File: config.mk
export PLATFORM = sky130hd
export DESIGN_NAME = icache
export DESIGN_NICKNAME = d
export VERILOG_FILES = /design/src/rtl/cpu_types_pkg.sv /design/src/rtl/icache.sv
export SDC_FILE = /design/constraint.sdc
export NUM_CORES = 1
export LEC_CHECK = 0
export BUFFER_PORTS_ARGS = -buffer_cell sky130_fd_sc_hd__buf_2
export CORE_MARGIN = 2
export CORE_UTILIZATION = 40
export CTS_CLUSTER_DIAMETER = 30
export DETAILED_ROUTE_END_ITERATION = 6
export PLACE_DENSITY = 0.66
export SYNTH_ARGS = -nofsm -noshare
export SYNTH_HDL_FRONTEND = slang
export SYNTH_SLANG_ARGS = --single-unit
File: constraint.sdc
create_clock -name CLK -period 4.87 [get_ports CLK]
set_input_delay 0.487 -clock CLK [delete_from_list [all_inputs] [get_ports CLK]]
set_output_delay 0.487 -clock CLK [all_outputs]
set_load 0.05 [all_outputs]
File: src/rtl/cpu_types_pkg.sv
// Shared CPU types for the instruction cache.
// Provides the default-geometry address breakdown, the frame record and the
// cache controller state encoding.
package cpu_types_pkg;

    localparam int unsigned ICACHE_SETS  = 16;
    localparam int unsigned ICACHE_IDX_W = $clog2(ICACHE_SETS);
    localparam int unsigned ICACHE_TAG_W = 32 - ICACHE_IDX_W - 2;

    // Fetch address split for the default geometry
    typedef struct packed {
        logic [ICACHE_TAG_W-1:0] tag;
        logic [ICACHE_IDX_W-1:0] idx;
        logic [1:0]              bytoff;
    } icachef_t;

    // One direct-mapped instruction frame
    typedef struct packed {
        logic                    valid;
        logic [ICACHE_TAG_W-1:0] tag;
        logic [31:0]             data;
    } icache_frame_t;

    typedef enum logic {
        IDLE = 1'b0,
        FILL = 1'b1
    } icache_state_t;

endpackage

File: src/rtl/icache.sv
// Direct-mapped, one-word-per-block instruction cache.
// Ports:
//   CLK, nRST            clock, asynchronous active-low reset
//   imemREN, imemaddr    datapath fetch request and byte address
//   ihit, imemload       hit flag and frame data at the current index
//   iREN, iaddr          fill request and frozen fill word address
//   iwait, iload         memory busy flag and fill data
//   hit_count            cycles with ihit high (wrapping)
//   miss_count           misses issued (wrapping)
module icache
    import cpu_types_pkg::*;
#(
    parameter int unsigned SETS = 16
) (
    input  logic        CLK,
    input  logic        nRST,
    input  logic        imemREN,
    input  logic [31:0] imemaddr,
    output logic        ihit,
    output logic [31:0] imemload,
    output logic        iREN,
    output logic [31:0] iaddr,
    input  logic        iwait,
    input  logic [31:0] iload,
    output logic [31:0] hit_count,
    output logic [31:0] miss_count
);

    localparam int unsigned IDX_W  = $clog2(SETS);
    localparam int unsigned ITAG_W = 32 - IDX_W - 2;

    typedef struct packed {
        logic [ITAG_W-1:0] tag;
        logic [IDX_W-1:0]  idx;
        logic [1:0]        bytoff;
    } addr_t;

    typedef struct packed {
        logic              valid;
        logic [ITAG_W-1:0] tag;
        logic [31:0]       data;
    } frame_t;

    frame_t                  frames [SETS];
    icache_state_t           state, nextState;
    logic [ITAG_W+IDX_W-1:0] missAddr;
    addr_t                   req;
    logic [IDX_W-1:0]        fillIdx;
    logic [ITAG_W-1:0]       fillTag;
    logic                    lookupHit, missStart, fillDone;
    logic [1:0]              unusedBytOff;

    assign req          = addr_t'(imemaddr);
    assign unusedBytOff = req.bytoff;
    assign fillIdx      = missAddr[IDX_W-1:0];
    assign fillTag      = missAddr[ITAG_W+IDX_W-1:IDX_W];

    // Read side is always live; ihit qualifies the data
    assign imemload  = frames[req.idx].data;
    assign lookupHit = frames[req.idx].valid && (frames[req.idx].tag == req.tag);
    assign iaddr     = {missAddr, 2'b00};

    // State register
    always_ff @(posedge CLK or negedge nRST) begin
        if (!nRST) state <= IDLE;
        else       state <= nextState;
    end

    // Next-state and handshake decode
    always_comb begin
        nextState = state;
        ihit      = 1'b0;
        iREN      = 1'b0;
        missStart = 1'b0;
        fillDone  = 1'b0;
        case (state)
            IDLE: begin
                ihit = imemREN & lookupHit;
                if (imemREN && !lookupHit) begin
                    missStart = 1'b1;
                    nextState = FILL;
                end
            end
            FILL: begin
                iREN = 1'b1;
                if (!iwait) begin
                    fillDone  = 1'b1;
                    nextState = IDLE;
                end
            end
            default: nextState = IDLE;
        endcase
    end

    // Miss address is frozen for the whole fill, so redirects cannot disturb it
    always_ff @(posedge CLK or negedge nRST) begin
        if (!nRST)          missAddr <= '0;
        else if (missStart) missAddr <= imemaddr[31:2];
    end

    // Single write port, used only when a fill completes
    always_ff @(posedge CLK or negedge nRST) begin
        if (!nRST) begin
            frames <= '{default: '0};
        end else if (fillDone) begin
            frames[fillIdx] <= '{valid: 1'b1, tag: fillTag, data: iload};
        end
    end

    // Statistics counters, wrapping naturally
    always_ff @(posedge CLK or negedge nRST) begin
        if (!nRST) begin
            hit_count  <= '0;
            miss_count <= '0;
        end else begin
            if (ihit)      hit_count  <= hit_count + 32'd1;
            if (missStart) miss_count <= miss_count + 32'd1;
        end
    end

endmodule

==> run summary <==
Initial antenna violation count - 16
Final worst slack - 0.435 ns
Core Region - 116,000 sq um
Port bufs - 193
Area grow syn2layout - 23.0%
Die Width - 347 um
Post-Synth XOR/XNOR Area - 1.62%
Crit path capture type - output port
Int Pwr - 27.1 mW
Clk slew on worst S/H paths - 0.05 ns
EDFF count, synth - 0
Critical-path cell list - mux4_2, a22oi_1, a21oi_1, or4_1, nor4_1, buf_4, and4_2, and3_1, buf_2
Via count - 27,400
Setup crit start - frames[334]
DRC - 0
Final setup violating endpoints - 0
Fmax - 0.225 GHz
DIE AREA - 120,000 sq um
Total power - 36.9 mW
WL final - 121,000 um
Hold Startpoint - imemaddr[31]
WP data arrival - 3.95 ns
Max VDD drop - 0.366 mV
Post-route ant nets - 0
Total net switching power - 9.81 mW
I/O Pins - 198
CTS max path bufs - 3
Static Leakage - 26.5 nW
Final Util - 49.7%
Post-synthesis cell type count - 55
Largest net degree at the start of global routing - 122
Row Count - 125
Worst hold slack - 0.0534 ns
TritonCTS clock tree - yes
H-Tree Level Count - 4
Post-Layout Cell Count - 4,911
CP Launch Type - register
Vias per cell - 5.57
Post-synthesis sequential element count - 1,039
CP max stage delay - 0.60 ns
Final period utilization - 91.1%
Largest family of logic cells by synthesized area - multiplexers
Clk Latency, worst-skew pair - 0.80 ns
CP Data Required Time - 4.38 ns
Dpl cells - 4,492
PD cells - 639 nW/um^2
Crit-path max FO - 3
Placed cell area - 49,800 sq um
Post-synthesis sequential area ratio - 55.3%
Final GP Congestion - 0.768
Post-DP HPWL - 68,500 um
Sw frac - 26.5%
Fin area - 57,800 sq um
Syn avg cell area - 16.0 sq um
Post-Synth Simple-Gate Area - 2.57%
Comb power frac - 20.3%
WL/cell - 24.6 um
Nets - 3,276
Worst Hold Class - in -> reg
Die Span Y - 347 um
Root buf cell - clkbuf_16
Maxcap violations - 0
Final min period - 4.43 ns
Final hold violations - 0
Initial DRC Count - 1,544
Cell area after synthesis - 47,000 sq um
Fin Setup TNS - 0 ns
Top_reg_cell synth - dfrtp_1
Mapped Cells - 2,945
Vias in the first global route - 29,700
Synth Area in Compound Gates - 1.34%
Worst slack at placement - 0.404 ns
Ratio of cells with drive above 1 in the final layout - 55.8%
Adder-cell area share of the yosys netlist - 0.0533%
GRT Util Overall - 20.4%
Starting Density - 40.4%
RSZ-0062 raised after global routing - false
Grt ovf - 0
Outcome - finished clean
Slowest-stage cell, CP - or4_1
Most frequent cells in the layout - 1,039 x dfrtp_1, 939 x mux2_2, 264 x mux4_2
Max-slew violations - 0
Sink Count - 1,039
Syn. warnings - 0
Detailed Routing Iterations Pass 1 - 5
Crit Path Category - reg -> out
Fraction of registers with async set/reset - 100%
# resized after CTS - 0
R2r startpoint - frames[334]
Worst Max-Slew Pin Slew - 1.07 ns
Rel. slew slack - 28.4%
Clk_skew - 0.0595 ns
Cts bufs inserted - 210
Clock share of power - 42.0%
First-pass GRT wire length - 187,000 um
Flop pwr share - 37.7%
Most common cell after layout, fill and taps aside - dfrtp_1
Mux cell area share after synthesis - 36.5%
## synthesized netlist by cell type (all sizes together) (3+ instances only)
cell	instances	area share (%)
dfrtp	1039	55
mux2	968	23
mux4	264	13
buf	138	1.6
clkbuf	115	0.92
xnor2	51	0.95
xor2	36	0.67
nand2	34	0.27
mux2i	31	0.66
nand3	29	0.31
and3	28	0.37
nand4	24	0.32
nor2	19	0.15
nand2b	18	0.24
and4	13	0.24
o22ai	13	0.17
a2111oi	12	0.30
a211oi	12	0.19
a21oi	11	0.12
nor2b	11	0.15
or2	9	0.12
a22oi	8	0.13
inv	6	0.048
nor3	6	0.075
o21ai	6	0.064
a221oi	5	0.093
and2	5	0.067
nor4	4	0.067
or3	4	0.053
o2111ai	3	0.056
## sequential cells by signal (all words and copies together) (netlist names)
register	cells
frames	944
hit_count	32
missAddr	30
miss_count	32
state	1
## layer usage
| metal | vias up | wire [um] | global-route usage (%) |
|---|---|---|---|
| met3 | 257 | 6720 | 5.13 |
| met2 | 622 | 57700 | 32.4 |
| met5 | - | 137 | 0 |
| li1 | 11600 | - | - |
| met4 | 22 | 2940 | 6.53 |
| met1 | 14800 | 53100 | 27.6 |
## critical path, delay by kind of cell, from the launching register on
family                 cells  cell delay [ns]
AND/OR/NAND/NOR            4             1.46
buffers and inverters      2             0.49
multiplexers               1             0.48
flip-flops                 1             0.38
AO/OA/AOI/OAI              2             0.35
## timing repair
action | 4_1_cts | 5_1_grt
hold buffers | 26 | 0
setup buffers | 0 | 0
endpoints found under the hold margin | 103 | 0
## cell type report
| cell class | count | area [sq um] |
|---|---|---|
| fill | 9824 | 58600 |
| timing repair buffer | 301 | 2170 |
| antenna | 2 | 5.00 |
| inverter | 6 | 25.0 |
| clock inverter | 126 | 1930 |
| clock buffer | 265 | 5870 |
| multi-input combinational | 1648 | 19900 |
| tap | 1524 | 1910 |
| sequential | 1039 | 26000 |
## worst paths after layout
kind | endpoint | slack (ns) | depth (start not counted)
worst max register to register | miss_count[8] | 1.00 | 10
worst max-delay path | ihit | 0.44 | 9
max in group asynchronous | frames[539] | 3.23 | 3
worst min-delay path | missAddr[29] | 0.05 | 2
min in group asynchronous | frames[753] | 0.36 | 2
worst min register to register | frames[58] | 0.46 | 1
## power by group through the flow
stage	Combinational, mW	Sequential [mW]	Clock, mW
finish	7.50	13.9	15.5
global route	8.06	14.4	16.2
CTS	7.60	13.9	15.8
detailed placement	7.53	14.0	0
global placement	7.32	13.9	0
floorplan	5.85	13.6	0
## logic make-up after synthesis
kind of cell,count (synthesis)
compound gates,82
xor+xnor,87
fa+ha+maj,2
buf+inv,259
flops,1039
mux,1263
other cells,1
simple gates,212
Note: power is estimated with default switching activity, not from simulation.
